--- src/rtl/fetch_ctrl.sv ---
// Fetch-stage sequencing controller: redirect/kill/stall arbitration, halt drain.
// Optional perf counters are enabled with `define FETCH_CTRL_PERF_EN.
module fetch_ctrl #(
  parameter int KILL_CYCLES  = 1,
  parameter int DRAIN_CYCLES = 4
) (
  input  logic        clk,
  input  logic        reset,
  input  logic        flush_req,
  input  logic [31:0] flush_addr,
  input  logic        ex_brch,
  input  logic [31:0] ex_target,
  input  logic        dec_stall,
  input  logic        fetch_over,
  output logic [34:0] ctrbus,
  output logic        misalign,
  output logic        halted,
  output logic [31:0] redirect_cnt,
  output logic [31:0] stall_cnt
);

  typedef enum logic [1:0] {
    RUN    = 2'd0,
    DRAIN  = 2'd1,
    HALTED = 2'd2
  } state_t;

  state_t      state, state_next;
  logic [2:0]  kill_cnt, kill_cnt_next;
  logic [3:0]  drain_cnt, drain_cnt_next;
  logic        redir;
  logic [31:0] src;
  logic        valid, brch, kill;
  logic [31:0] brchaddr;

  assign src = flush_req ? flush_addr : ex_target;

  always_comb begin
    redir          = (flush_req | ex_brch) && (state != HALTED);
    valid          = 1'b0;
    brch           = 1'b0;
    kill           = 1'b0;
    brchaddr       = '0;
    state_next     = state;
    drain_cnt_next = drain_cnt;
    kill_cnt_next  = (kill_cnt != 3'd0) ? kill_cnt - 3'd1 : 3'd0;

    if (redir) begin
      brch          = 1'b1;
      kill          = 1'b1;
      brchaddr      = {src[31:2], 2'b00};
      valid         = (state == RUN);
      kill_cnt_next = 3'(KILL_CYCLES - 1);
    end else if (state != HALTED) begin
      kill  = (kill_cnt != 3'd0);
      valid = (state == RUN) && !dec_stall;
    end

    case (state)
      RUN: begin
        if (fetch_over && !redir) begin
          state_next     = DRAIN;
          drain_cnt_next = 4'(DRAIN_CYCLES - 1);
        end
      end
      DRAIN: begin
        if (drain_cnt == 4'd0) state_next = HALTED;
        else drain_cnt_next = drain_cnt - 4'd1;
      end
      default: state_next = HALTED;
    endcase

    // The bus is forced idle while reset is held, regardless of stale state.
    if (reset) begin
      valid    = 1'b0;
      brch     = 1'b0;
      kill     = 1'b0;
      brchaddr = '0;
    end
  end

  assign ctrbus = {valid, brch, kill, brchaddr};

  always_ff @(posedge clk) begin
    if (reset) begin
      state     <= RUN;
      kill_cnt  <= '0;
      drain_cnt <= '0;
      halted    <= 1'b0;
      misalign  <= 1'b0;
    end else begin
      state     <= state_next;
      kill_cnt  <= kill_cnt_next;
      drain_cnt <= drain_cnt_next;
      halted    <= (state_next == HALTED);
      misalign  <= redir && (src[1:0] != 2'b00);
    end
  end

`ifdef FETCH_CTRL_PERF_EN
  logic [31:0] redirect_q, stall_q;

  always_ff @(posedge clk) begin
    if (reset) begin
      redirect_q <= '0;
      stall_q    <= '0;
    end else begin
      if (brch) redirect_q <= redirect_q + 32'd1;
      if (state == RUN && !valid) stall_q <= stall_q + 32'd1;
    end
  end

  assign redirect_cnt = redirect_q;
  assign stall_cnt    = stall_q;
`else
  assign redirect_cnt = '0;
  assign stall_cnt    = '0;
`endif

endmodule

--- config.mk ---
export PLATFORM = sky130hd
export DESIGN_NAME = fetch_ctrl
export DESIGN_NICKNAME = d
export VERILOG_FILES = /design/src/rtl/fetch_ctrl.sv
export SDC_FILE = /design/constraint.sdc
export NUM_CORES = 1
export LEC_CHECK = 0
export BUFFER_PORTS_ARGS = -buffer_cell sky130_fd_sc_hd__buf_2
export CAP_MARGIN = 20
export CORE_ASPECT_RATIO = 2
export CORE_MARGIN = 2
export CORE_UTILIZATION = 37
export CTS_CLUSTER_DIAMETER = 40
export DETAILED_ROUTE_END_ITERATION = 10
export GPL_TIMING_DRIVEN = 0
export PLACE_DENSITY = 0.91
export SKIP_LAST_GASP = 1
export SYNTH_ARGS = -nofsm -noshare
export SYNTH_HDL_FRONTEND = slang
export SYNTH_SLANG_ARGS = --single-unit
--- constraint.sdc ---
create_clock -name clk -period 2.2 [get_ports clk]
set_clock_uncertainty 0.15 [all_clocks]
set_input_delay 0.44 -clock clk [delete_from_list [all_inputs] [get_ports clk]]
set_output_delay 0.44 -clock clk [all_outputs]
set_load 0.005 [all_outputs]
==> results of run 1 <==
-- cells in the mapped netlist (all sizes together) --
cell type | instances | share of area, %
buf | 78 | 35
nor2 | 41 | 21
mux2i | 30 | 17
dfxtp | 11 | 12
inv | 8 | 1.7
a21oi | 3 | 0.85
ha | 3 | 2.1
a211oi | 2 | 1.1
and2 | 2 | 0.71
nand4 | 2 | 0.71
nor3 | 2 | 0.56
a2111oi | 1 | 0.49
a221o | 1 | 0.56
a22oi | 1 | 0.71
a31o | 1 | 0.49
a41oi | 1 | 0.49
and2b | 1 | 0.42
conb | 1 | 0.21
mux2 | 1 | 0.64
nand2b | 1 | 0.35
nor2b | 1 | 0.35
nor4 | 1 | 0.71
o21ai | 1 | 0.28
o41ai | 1 | 0.49
or3 | 1 | 0.35
or3b | 1 | 0.49
-- power by group --
part / total [W] / internal [W] / switching [W]
clock: 0.000201 / 0.000127 / 0.0000740
sequential: 0.000211 / 0.000206 / 0.00000460
combinational: 0.000474 / 0.000267 / 0.000206
total: 0.000885 / 0.000600 / 0.000285
-- timing repair --
item | CTS | global route
setup endpoints to repair | 0 | 30
resized for setup | 0 | 8
setup buffers | 0 | 3
hold buffers | 0 | 0
hold endpoints to repair | 0 | 0
-- worst max-delay path, stage by stage (launching register included) --
cell and delay [ps]:
dfxtp_4 350, nor2b_4 130, or3_4 330, buf_12 160, clkbuf_16 160, nor2_4 90, buf_2 130
-- worst max path at each step --
| stage | startpoint | endpoint | cells past startpoint |
|---|---|---|---|
| finish | state[1] | ctrbus[9] | 6 |
| global route | state[1] | ctrbus[9] | 6 |
| CTS | state[1] | ctrbus[33] | 7 |
| detailed placement | flush_req | ctrbus[33] | 8 |
| global placement | flush_req | ctrbus[33] | 8 |
| floorplan | flush_req | ctrbus[33] | 7 |
-- metal layers --
metal	track usage, %	vias up	share of wire [%]
met4	3.94	0	0.87
li1	-	872	-
met2	27.2	93	58
met1	11.9	703	31
met5	0	-	0
met3	2.63	4	11
-- metrics by stage --
step           cell area (um2)  TNS [ps]  power, W
2_1_floorplan             2020         0  0.000529
3_3_place_gp              2600         0  0.000643
3_5_place_dp              2600         0  0.000652
4_1_cts                   2650         0  0.000859
5_1_grt                   2770      -115  0.000951
6_report                  2770         0  0.000885
-- flip-flops by register name, indices dropped and copies added, names as in the netlist --
name       flops
drain_cnt      4
misalign       1
kill_cnt       3
state          2
halted         1
-- cell families (layout without fill, tap and decap cells) --
kind of cell             Yosys count  after routing  synth area share, %
AND/OR/NAND/NOR                   53             53                 25.8
multiplexers                      31             31                 17.6
buffers and inverters             86            199                 36.4
AO/OA/AOI/OAI                     12             12                 5.50
flip-flops                        11             11                 12.4
adder cells (fa/ha/maj)            3              3                 2.12
other                              1             66                0.212
-- final cells by class --
type / count / area [um2] / share of cell area [%]
plain buffers: 78 / 624 / 22.5
clock buffers: 4 / 45.0 / 1.63
inverters: 8 / 30.0 / 1.08
multi-input cells: 165 / 1160 / 42.0
flip-flops and latches: 11 / 225 / 8.13
well taps: 55 / 68.8 / 2.48
repair buffers: 109 / 613 / 22.1
==> results.py, run 1 <==
metrics = {
    "drt": {
        "post-route-drc-count": 0,
        "wirelength_mm": 4.38,
        "postRouteAntennaNets": 0,
        "dr.pass1.iters": 4,
        "post_drt_wl_per_cell_um": 10.2,
        "drt_iter0_markers": 13,
        "vias": 1672,
        "viasPerCell": 3.89,
    },
    "clock_network": {
        "clock_sinks": 11,
        "h-tree-depth": 1,
        "cts_buffers": 3,
        "root_buffer": "clkbuf_8",
        "clk_latency_ps": 230,
        "clk_pin_slew_worst_paths_ps": 50,
        "cts_tree": "done",
        "cts_buffer_depth": 2,
    },
    "synthesis": {
        "synthDistinctLibCells": 34,
        "avgSynthCellArea_um2": 9.00,
        "synth_seq_area_share_pct": 12.4,
        "syn_area_um2": 1770,
        "synthCells": 197,
        "yosysWarnings": 0,
        "ys_seq_elements": 11,
    },
    "place": {
        "dp_hpwl_mm": 3.77,
        "portBuffers": 103,
        "pre_cts_ws_ps": 61.8,
        "post-place-cells": 420,
        "gp_congestion": 0.706,
    },
    "layout": {
        "layout_commonest_cell": "buf_2",
        "final_nets": 449,
        "layout_common_cells": "buf_2 (106), buf_4 (73), conb_1 (66)",
        "syn_to_final_growth_pct": 56.2,
        "finalNonFillerCells": 430,
        "drive_gt1_share_pct": 60.5,
        "fin_util_pct": 60.2,
        "fill_cells": 396,
        "num_antenna_cells": 0,
    },
    "sta": {
        "drv_slew": 0,
        "rsz0062_at_grt": "yes",
        "setup-violations-final": 0,
        "fin_ws_ps": 20.5,
        "final.period_utilization_pct": 99.1,
        "holdWs_ps": 270,
        "hold_viol": 0,
        "fmax_ghz": 0.459,
        "layout_min_cycle_time_ps": 2180,
    },
    "setup_path": {
        "crit_path_end_kind": "output port",
        "critPathKind": "flop to output port",
        "ff2ff_path_depth": 5,
        "crit_required_ps": 1610,
        "r2r-start": "drain_cnt[0]",
        "rr_endpoint": "drain_cnt[1]",
        "critical_path.max_fanout": 8,
        "reg2reg_slack_ps": 350,
        "cp-start-kind": "flop",
        "critPathArrivalTime_ps": 1590,
    },
    "floorplanning": {
        "io_pins": 171,
        "core_um2": 4600,
        "dieArea_um2": 5390,
        "die_x_um": 52.9,
        "start_util_pct": 38.6,
        "chipHeight_um": 102,
        "std_cell_rows": 35,
    },
    "flow_run": {
        "maxCapViolCount": 0,
    },
    "global_routing": {
        "grt_max_degree": 11,
        "grt_pass1_vias": 1394,
        "grt_first_pass_wirelength_mm": 5.60,
        "overflow": 0,
        "antenna_found_initial": 0,
        "grt_usage_pct": 13.2,
    },
    "outcome": {
        "outcome": "finished, final reports clean",
    },
    "power_and_ir_drop": {
        "ir_drop_mv": 0.340,
        "powerDensity_nw_per_um2": 320,
        "p_leak_nw": 1.62,
    },
    "hold_path": {
        "hold_class": "flop to flop",
        "holdPathStages": 1,
        "holdPathEnd": "kill_cnt[0]",
        "hold_path.startpoint": "kill_cnt[0]",
    },
}
Note: power is estimated with default switching activity, not from simulation.
==> inputs of run 2 (changes only) <==
--- a/config.mk
+++ b/config.mk
@@ -5,7 +5,7 @@
 export SDC_FILE = /design/constraint.sdc
 export NUM_CORES = 1
 export LEC_CHECK = 0
-export BUFFER_PORTS_ARGS = -buffer_cell sky130_fd_sc_hd__buf_2
+export BUFFER_PORTS_ARGS = -buffer_cell sky130_fd_sc_hd__buf_4
 export CAP_MARGIN = 20
 export CORE_ASPECT_RATIO = 2
 export CORE_MARGIN = 2
==> constraint.sdc (replaced) <==
create_clock -name clk -period 2.3 [get_ports clk]
set_clock_uncertainty 0.15 [all_clocks]
set_input_delay 0.46 -clock clk [delete_from_list [all_inputs] [get_ports clk]]
set_output_delay 0.46 -clock clk [all_outputs]
set_load 0.005 [all_outputs]
==> results.py, run 2 (same netlist as run 1, synthesis figures left out) <==
metrics = {
    "drt": {
        "post-route-drc-count": 0,
        "postRouteAntennaNets": 0,
        "dr.pass1.iters": 4,
        "drt_iter0_markers": 10,
        "wirelength_mm": 4.54,
        "post_drt_wl_per_cell_um": 10.7,
        "viasPerCell": 3.96,
        "vias": 1678,
    },
    "layout": {
        "postLayoutCellArea_um2": 2910,
        "syn_to_final_growth_pct": 64.1,
        "layout_common_cells": "buf_4 (173), conb_1 (66), mux2i_1 (30)",
        "num_antenna_cells": 0,
        "largest_reg_flops": 4,
        "drive_gt1_share_pct": 59.6,
        "regMostFlops": "drain_cnt",
        "layout_commonest_cell": "buf_4",
        "reg_top3": "drain_cnt (4), kill_cnt (3), state (2)",
        "final_nets": 443,
    },
    "clock_network": {
        "clk_pin_slew_worst_paths_ps": 50,
        "cts_buffer_depth": 2,
        "cts_tree": "done",
        "cts_buffers": 3,
        "clock_sinks": 11,
        "clk_latency_ps": 240,
        "root_buffer": "clkbuf_8",
        "h-tree-depth": 1,
    },
    "sta": {
        "drv_slew": 0,
        "hold_viol": 0,
        "final.period_utilization_pct": 95.9,
        "fin_ws_ps": 93.3,
        "rsz0062_at_grt": "no",
        "fin_tns_setup_ps": 0,
        "setup-violations-final": 0,
        "fmax_ghz": 0.453,
        "layout_min_cycle_time_ps": 2210,
    },
    "setup_path": {
        "startpoint": "state[1]",
        "critical_path.max_fanout": 10,
        "critPathKind": "flop to output port",
        "crit_required_ps": 1690,
        "ff2ff_path_depth": 5,
        "reg2reg_slack_ps": 450,
        "cp-start-kind": "flop",
        "r2r-start": "drain_cnt[0]",
        "crit_path_end_kind": "output port",
        "critPathArrivalTime_ps": 1600,
        "rr_endpoint": "drain_cnt[1]",
    },
    "hold_path": {
        "hold_class": "flop to flop",
        "hold_path.startpoint": "kill_cnt[0]",
        "holdPathStages": 1,
        "holdPathEnd": "kill_cnt[0]",
    },
    "global_routing": {
        "grt_first_pass_wirelength_mm": 6.25,
        "grt_usage_pct": 14.8,
        "overflow": 0,
        "grt_pass1_vias": 1517,
        "grt_max_degree": 11,
        "antenna_found_initial": 0,
    },
    "power_and_ir_drop": {
        "p_leak_nw": 1.63,
        "swShare_pct": 31.3,
        "p_total_w": 0.000873,
        "switchingPower_w": 0.000273,
        "seq_power_share_pct": 23.1,
        "powerDensity_nw_per_um2": 300,
        "ir_drop_mv": 0.272,
        "pwr-share-comb_pct": 54.6,
        "power_report.internal_total_w": 0.000600,
        "clockPowerShare_pct": 22.2,
    },
    "place": {
        "portBuffers": 103,
        "postPlaceCellArea_um2": 2860,
        "gp_congestion": 0.790,
        "pre_cts_ws_ps": 136,
        "dp_hpwl_mm": 4.07,
    },
    "floorplanning": {
        "core_um2": 4600,
        "dieArea_um2": 5390,
        "start_util_pct": 38.6,
        "die_x_um": 52.9,
        "io_pins": 171,
        "std_cell_rows": 35,
        "chipHeight_um": 102,
    },
    "outcome": {
        "outcome": "finished, final reports clean",
    },
    "flow_run": {
        "maxCapViolCount": 0,
    },
}
-- run 2: how the worst max path moves through the flow --
stage	to
6_report	ctrbus[33]
5_1_grt	ctrbus[33]
3_3_place_gp	ctrbus[33]
3_5_place_dp	ctrbus[13]
2_1_floorplan	ctrbus[33]
4_1_cts	ctrbus[13]
-- run 2: area by class of cell --
class                           instances  area, um2
Buffer                                 78        616
Clock buffer                            3       41.3
Clock inverter                          1       5.00
Fill cell                             405       1690
Inverter                                8       30.0
Multi-Input combinational cell        165       1150
Sequential cell                        11        221
Tap cell                               55       68.8
Timing Repair Buffer                  103        773
-- run 2: power groups by stage --
stage / clock network [W] / logic [W] / registers (W)
5_1_grt: 0.000213 / 0.000518 / 0.000203
3_3_place_gp: 0 / 0.000467 / 0.000205
2_1_floorplan: 0 / 0.000301 / 0.000205
6_report: 0.000194 / 0.000477 / 0.000202
3_5_place_dp: 0 / 0.000475 / 0.000206
4_1_cts: 0.000201 / 0.000476 / 0.000201
-- run 2: repair_timing --
action,4_1_cts,5_1_grt
buffers inserted,0,0
hold buffers,0,0
resized for setup,0,2
setup endpoints to repair,0,1
-- run 2: critical path: stages, from the launching register on --
cell and delay, ps:
dfxtp_2 340, nor2b_2 160, or3_1 320, buf_6 160, buf_12 160, inv_2 50, buf_4 90, buf_4 90
-- run 2: stage by stage --
step	util, %	hold WS [ps]	cells
6_report	63.3	263	424
5_1_grt	63.3	293	424
4_1_cts	63.2	268	424
3_5_place_dp	62.2	261	420
3_3_place_gp	62.2	250	420
2_1_floorplan	-	243	262
-- run 2: routing by layer --
metal	GRT usage (%)	wire [um]	part of all wire (%)	up-vias
li1	-	-	-	860
met1	13.1	1280	28	719
met2	30.3	2650	58	93
met3	3.95	565	12	6
met4	4.34	44	0.97	0
met5	0	0	0	-
